File: src/rtl/fifo_uart_tx.sv
// fifo_uart_tx: pops bytes from a synchronous FIFO and sends each as a UART frame (start, 8 data LSB first, optional parity, stop)
// Ports:
//   clk, rst          clock (rising edge), asynchronous active-high reset
//   enable            allows new frames to start; a frame in flight always completes
//   fifo_empty        FIFO empty flag, sampled only while idle
//   fifo_rd_en        one-cycle pop pulse, one per frame
//   fifo_data         FIFO read data, valid the cycle after the pop is sampled
//   tx                serial line, idle high
//   busy              high from the pop through the last stop-bit cycle
//   frame_done        one-cycle pulse after the last stop-bit cycle
module fifo_uart_tx #(
    parameter int CLKS_PER_BIT = 16,
    parameter int CNT_WIDTH    = 16,
    parameter int PARITY_EN    = 0,
    parameter int PARITY_ODD   = 0
) (
    input  logic       clk,
    input  logic       rst,
    input  logic       enable,
    input  logic       fifo_empty,
    output logic       fifo_rd_en,
    input  logic [7:0] fifo_data,
    output logic       tx,
    output logic       busy,
    output logic       frame_done
);
    typedef enum logic [2:0] {IDLE, POP, LOAD, START, DATA, PARITY, STOP} state_t;
    state_t state, state_n;
    logic [CNT_WIDTH-1:0] cnt, cnt_n;
    logic [2:0] idx, idx_n;
    logic [7:0] sh, sh_n;
    logic par, par_n, tx_n, rd_n, busy_n, done_n, last;
    assign last = cnt == CNT_WIDTH'(CLKS_PER_BIT - 1);
    always_ff @(posedge clk or posedge rst) begin
        if (rst) begin
            state      <= IDLE;
            cnt        <= '0;
            idx        <= '0;
            sh         <= '0;
            par        <= 1'b0;
            tx         <= 1'b1;
            fifo_rd_en <= 1'b0;
            busy       <= 1'b0;
            frame_done <= 1'b0;
        end else begin
            state      <= state_n;
            cnt        <= cnt_n;
            idx        <= idx_n;
            sh         <= sh_n;
            par        <= par_n;
            tx         <= tx_n;
            fifo_rd_en <= rd_n;
            busy       <= busy_n;
            frame_done <= done_n;
        end
    end
    always_comb begin
        state_n = state;
        cnt_n   = cnt;
        idx_n   = idx;
        sh_n    = sh;
        par_n   = par;
        tx_n    = tx;
        rd_n    = 1'b0;
        busy_n  = busy;
        done_n  = 1'b0;
        case (state)
            IDLE: begin
                tx_n = 1'b1;
                if (enable && !fifo_empty) begin
                    rd_n    = 1'b1;
                    busy_n  = 1'b1;
                    state_n = POP;
                end
            end
            POP: state_n = LOAD;
            LOAD: begin
                sh_n    = fifo_data;
                par_n   = ^fifo_data;
                tx_n    = 1'b0;
                cnt_n   = '0;
                state_n = START;
            end
            START, DATA, PARITY, STOP: begin
                // each bit is held for CLKS_PER_BIT cycles; decisions happen on the last one
                cnt_n = last ? '0 : cnt + 1'b1;
                if (last) begin
                    case (state)
                        START: begin
                            tx_n    = sh[0];
                            sh_n    = sh >> 1;
                            idx_n   = '0;
                            state_n = DATA;
                        end
                        DATA: begin
                            if (idx == 3'd7) begin
                                tx_n    = (PARITY_EN != 0) ? (par ^ (PARITY_ODD != 0)) : 1'b1;
                                state_n = (PARITY_EN != 0) ? PARITY : STOP;
                            end else begin
                                idx_n = idx + 3'd1;
                                tx_n  = sh[0];
                                sh_n  = sh >> 1;
                            end
                        end
                        PARITY: begin
                            tx_n    = 1'b1;
                            state_n = STOP;
                        end
                        default: begin
                            busy_n  = 1'b0;
                            done_n  = 1'b1;
                            state_n = IDLE;
                        end
                    endcase
                end
            end
            default: state_n = IDLE;
        endcase
    end
endmodule

File: config.mk
export PLATFORM = sky130hd
export DESIGN_NAME = fifo_uart_tx
export DESIGN_NICKNAME = d
export VERILOG_FILES = /design/src/rtl/fifo_uart_tx.sv
export SDC_FILE = /design/constraint.sdc
export NUM_CORES = 1
export LEC_CHECK = 0
export ABC_AREA = 1
export BUFFER_PORTS_ARGS = -buffer_cell sky130_fd_sc_hd__buf_2
export CAP_MARGIN = 5
export CORE_MARGIN = 2
export CORE_UTILIZATION = 53
export DETAILED_ROUTE_END_ITERATION = 12
export GPL_TIMING_DRIVEN = 0
export PLACE_DENSITY_LB_ADDON = 0.08
export SETUP_SLACK_MARGIN = 0.05
export SLEW_MARGIN = 20
export SYNTH_ARGS = -nofsm -noshare
export SYNTH_HDL_FRONTEND = slang
export SYNTH_SLANG_ARGS = --single-unit
File: constraint.sdc
create_clock -name clk -period 1.6 [get_ports clk]
set_input_delay 0.08 -clock clk [delete_from_list [all_inputs] [get_ports clk]]
set_output_delay 0.08 -clock clk [all_outputs]
set_load 0.005 [all_outputs]
* Word level (Yosys, flattened, before mapping)
Cells that the tools add are included.
** Storage, ports and cells
- Memory bits (read-only) :: 0
- Output and inout bits :: 4
- Bits in writable memories :: 0
- Bits in latches :: 0
- Register bits :: 34
- Bits of input ports :: 12
- Memories kept :: 0
- Word-level logic and storage cells :: 66
** Operators by class
- Magnitude comparators :: 0
- Div/mod/pow operators :: 0
- Equal/unequal tests :: 16
- Add/subtract/negate cells :: 2
- Bitwise operators :: 0
- Shifts and indexed selects :: 0
- Multiply operators :: 0
- Reductions and logical operators :: 14
- Multiplexer cells :: 26
** Operators by type and width (number)
- 16-bit case mux with 2 select lines :: 1
- 8-bit case mux with 2 select lines :: 2
- 16-bit by 1-bit adder with 16-bit output, second input constant :: 1
- 16-bit by 4-bit equality test with 1-bit output, second input constant :: 1
- 16-bit two-way mux :: 1
- 8-bit two-way mux :: 2
- 3-bit equality test, second input constant :: 4
- 3-bit two-way mux :: 4
- 3-bit case mux with 4 select lines :: 1
- 4-bit AND reduction :: 3
- 1-bit two-way mux :: 10
- 3-bit != test, second input constant :: 3
- 3-bit case mux with 3 select lines :: 1
- 2-bit != test, second input constant :: 4
- 3-bit by 2-bit equality test with 1-bit output, second input constant :: 2
- 1-bit case mux with 3 select lines :: 2
- 3-bit case mux with 2 select lines :: 1
- 3-bit AND reduction :: 2
- 2-bit nonzero test :: 3
- 4-bit != test, second input constant :: 1
- 4-bit OR reduction :: 1
- 3-bit by 1-bit adder with 3-bit output, second input constant :: 1
- 3-bit by 1-bit equality test with 1-bit output, second input constant :: 1
- 3-bit zero test :: 1
- 5 further kinds :: 5

* Logic depth before layout (Yosys ltp)
- Depth after elaboration :: 5
- Gate-level depth with buffers :: 10
- Gate-level depth less buffers :: 9

* Least setup slack after synthesis
OpenSTA, ideal clock, no wires.
- Kind :: register to register
- Start point :: register idx[0]
- End point :: register idx[0]
- Required time :: 1483 ps
- Arrival :: 1317 ps
- Cell stages (with the launch flop) :: 7
- Path slack :: 166 ps
- Period minus slack after synthesis :: 1434 ps
- Path buffers :: 0
- Library setup time :: 117 ps
- Cells stage by stage :: dfrtp_1 > ha_1 > ha_1 > o21ai_0 > nand2_2 > nand2_1 > nand2_1
** Between the ends
- Longest elaborated chain between the ends :: 3
- Elaborated cells between the ends (all ways) :: 6
- Classes of those cells :: add/sub (1); eq/ne (2); mux (2); reduce/logical (1)
** RTL lines
- start: declaration :: RTL line 30 : logic [2:0] idx, idx_n;
- start signal: assignment :: RTL line 48 : idx <= idx_n;
- 3-bit by 1-bit adder with 3-bit output / 3-bit equality test (equally long branches) :: RTL line 100, 96
- 3-bit two-way mux / 2-bit != test (equally long branches)
- 3-bit case mux with 2 select lines / 4-bit AND reduction (equally long branches)
Parallel ways exist; a longest one is shown, timed or not. The select of a mux whose other input is x is not followed.
A chain may end at the register's enable or synchronous reset.

* Final worst setup path
- Start point :: register state[1]
- End point :: register tx
** Between the ends
- Longest elaborated chain between the ends :: 4
- Elaborated cells between the ends (all ways) :: 14
- Classes of those cells :: eq/ne (7); mux (3); reduce/logical (4)
** RTL lines
- start: declaration :: RTL line 28 : state_t state, state_n;
- start signal: assignment :: RTL line 46 : state <= state_n;
- 3-bit equality test, or another cell as far along :: RTL line 67, 88
- 1-bit case mux with 3 select lines / 4-bit OR reduction (equally long branches) :: RTL line 88, 67
- 1-bit two-way mux, or another cell as far along :: RTL line 87 : if (last) begin
- 1-bit case mux with 3 select lines / 3-bit AND reduction (equally long branches)
- end signal: assignment :: RTL line 51 : tx <= tx_n;
- end: declaration :: RTL line 23 : output logic tx,
Parallel ways exist; a longest one is shown, timed or not. The select of a mux whose other input is x is not followed.

==> metrics <==
Die X=between 60 and 70 µm; Hold Path Stages=3; required time of the critical path=about 1.8 ns; r2r setup slk=0.15 ns; Critical Path Source Type=flop; max cap viols=0; Vias=~1900; crit end category=flop; Worst VDD drop=about 1.2 mV; filler instances=~380; Storage cell area=roughly 860 µm²; vias in the first global route=about 1800; Pwr Total=between 4 and 5 mW; H-tree depth=2; port bufs=15; mean post-synth cell area=slightly above 7 µm²; NetSw=around 1.8 mW; CTS tree=done; Cells after Synth=a little under 300; worst r2r src=state[1]$_DFFE_PP0P_; syn_nets=313; R2R Path End=tx$_DFFE_PP1P_; HPWL Detailed=between 3 and 4 mm; ANT nets after route=0; pre-CTS setup slack=-0.0919 ns; initial antenna violation count=0; Antenna Cells=0; period utilization=90.7%; Hold Path Class=in -> reg; critical path class=reg -> reg; Max Buffers Root-to-Sink=2; status=complete, no violations; core area=just under 4000 µm²; sw frac=a little over two fifths; Netlist cell types=30; sequential share of power=a little under a third; Skew-Pair Late Insertion Delay=0.29 ns; Comb power frac=around 53%; Area Overhead vs Synth=18.7%; total routed wirelength=between 4 and 5 mm; final setup vio count=0; Syn Std Cell Area=between 2000 and 2500 µm²; fmax=between 600 and 700 MHz; root buffer cell=clkbuf_8; Overflow after GRT=0; Leak=1.27 nW; Die Area=between 4000 and 5000 µm²; min-delay src=enable; initial drt markers=roughly 180; clock tree sinks=34; routability cong.=about 0.88; first-pass GRT wire length=approximately 7.8 mm; Hold Path Sink=fifo_rd_en$_DFF_PP0_; Period minus WS final=1.45 ns; area of the multi-input gates=1170 µm²; register area share after synthesis=approximately two fifths; YS warnings=0; Global Route Usage Sum=22.7%; CTS buffer count=5; Initial Utilization=a little over half; DRC=0; Vias/cell=around 5.1; worst-path fanout max=10; fin. max-slew vios=0; flops & latches, synth=34; setup ws final=approximately 0.15 ns; Worst EP arrival=1.68 ns; Fin. Hold Viols=0; num ports=16; clock share of power=between 15 and 20%; Rows=23; internal power=2.27 mW; FF-to-FF path depth=9; PD cells=1590 nW/µm²; share of post-route cells with drive strength above 1=between 20% and 30%; largest net degree at the start of global routing=35; nets@finish=346; Util after Layout=between 60 and 70%; Clock transition at path regs=0.08 ns; Chip Height=67.3 µm; worst clock skew=around 0.0093 ns; Worst Tran Pin Value=around 0.71 ns; TritonRoute pass-1 iters=4; RSZ-0062 raised after global routing=yes; WL/cell=12.2 µm; max_slew headroom=roughly 53%
==> stage by stage <==
stage	TNS [ns]	cell area (µm²)	hold slack (ns)	instances
floorplan	0	2120	0.221	298
global placement	-1.45	2260	0.388	363
detailed placement	-1.18	2260	0.248	363
CTS	0	2420	0.0825	376
global route	0	2520	0.100	382
finish	0	2520	0.0863	382
==> layer usage <==
layer  share of wire, %  vias up  GRT usage, %
met5                  0        -             0
met2                 50       27          38.9
met1                 46      885          28.3
met3                2.7        8          5.00
met4                1.8        0          7.91
li1                   -     1021             -
==> cells by family after synthesis <==
kind of cell	after synthesis	synth area share [%]
and+or+nand+nor	196	42.1
buffers and inverters	36	7.89
DFF	34	40.1
AOI/OAI and AO/OA	25	6.48
xor gates and xnor gates	4	1.65
adders and majority gates	3	1.77
==> timing repair <==
action	in CTS	in global routing
hold buffers	1	0
pin swaps	1	3
setup buffers	4	8
gates resized for setup	9	14
hold endpoints to repair	33	0
setup endpoints to repair	21	31
==> power by group through the flow <==
stage	registers, mW	clock network (mW)	logic, mW
2_1_floorplan	1.19	0	1.38
3_3_place_gp	1.22	0	1.73
3_5_place_dp	1.22	0	1.75
4_1_cts	1.21	0.691	1.87
5_1_grt	1.26	0.724	2.34
6_report	1.23	0.673	2.11
==> cell usage in the layout (no fill, tap or decap), types with 2 or more instances in the layout <==
master	Yosys	final
nand2_1	102	100
inv_1	26	24
inv_2	4	6
nor2_1	28	26
nand2_2	6	7
nand3_1	43	41
o21ai_2	1	3
buf_2	0	15
nor3_1	3	2
buf_4	0	12
o21ai_0	19	18
nand4_1	4	4
nor2_2	1	2
nand3_2	2	3
nand2_4	3	4
nor2_4	1	2
dfrtp_1	33	27
xor2_1	3	3
dfrtp_2	0	6
buf_8	2	2
clkbuf_8	0	6
nand3_4	2	3
==> sequential cells by signal, summed over array words and instances (netlist names) <==
name and count:
fifo_rd_en 1, busy 1, state 3, idx 3, tx 1, sh 8, frame_done 1, cnt 16
==> worst max-delay path by stage <==
stage / end / from / slack [ns] / cells after the start
5_1_grt: sh[5]$_DFFE_PP0P_ / cnt[0]$_DFFE_PP0P_ / 0.04 / 8
2_1_floorplan: idx[0]$_DFFE_PP0P_ / idx[0]$_DFFE_PP0P_ / 0.17 / 6
3_3_place_gp: cnt[10]$_DFFE_PP0P_ / cnt[0]$_DFFE_PP0P_ / -0.11 / 7
6_report: tx$_DFFE_PP1P_ / state[1]$_DFFE_PP0P_ / 0.15 / 9
4_1_cts: cnt[2]$_DFFE_PP0P_ / state[0]$_DFFE_PP0P_ / 0.06 / 8
3_5_place_dp: sh[5]$_DFFE_PP0P_ / cnt[0]$_DFFE_PP0P_ / -0.09 / 8
==> synthesized netlist by cell type <==
| library cell | number | share of area (%) |
|---|---|---|
| ha_1 | 3 | 1.8 |
| nand3_4 | 2 | 1.6 |
| nand4_1 | 4 | 1.2 |
| nand3_2 | 2 | 0.94 |
| o211a_1 | 1 | 0.47 |
| nor3_1 | 3 | 0.71 |
| o21ai_1 | 1 | 0.24 |
| nor2_2 | 1 | 0.29 |
| inv_2 | 4 | 0.71 |
| o21ai_0 | 19 | 4.5 |
| nor2_1 | 28 | 4.9 |
| nand2_4 | 3 | 1.6 |
| xnor2_1 | 1 | 0.41 |
| inv_4 | 1 | 0.29 |
| xor2_1 | 3 | 1.2 |
| inv_1 | 26 | 4.6 |
| o21ai_2 | 1 | 0.41 |
| buf_6 | 1 | 0.53 |
| dfstp_2 | 1 | 1.2 |
| dfrtp_1 | 33 | 39 |
| nor2_4 | 1 | 0.53 |
| nand3b_1 | 1 | 0.35 |
| a21oi_1 | 1 | 0.24 |
| nand3_1 | 43 | 10 |
| nand2_1 | 102 | 18 |
| o22ai_1 | 1 | 0.29 |
| clkbuf_1 | 2 | 0.35 |
| o21bai_1 | 1 | 0.35 |
| buf_8 | 2 | 1.4 |
| nand2_2 | 6 | 1.8 |
==> critical path, cell delays in order, from the launching register on <==
cell	delay (ns)
dfrtp_2	0.46
inv_2	0.12
nand2_1	0.07
nand3_2	0.10
buf_6	0.16
nand3_4	0.13
buf_4	0.16
nand2_1	0.06
nand3_1	0.07
nand2_1	0.07
==> cell type report <==
type / instances / area share, %
multi-input cells: 228 / 46.4
flip-flops and latches: 34 / 34.1
repair buffers: 28 / 6.94
inverters: 31 / 4.71
clock buffers: 6 / 3.27
well taps: 50 / 2.48
plain buffers: 3 / 1.64
clock inverters: 2 / 0.496
Note: power is estimated with default switching activity, not from simulation.
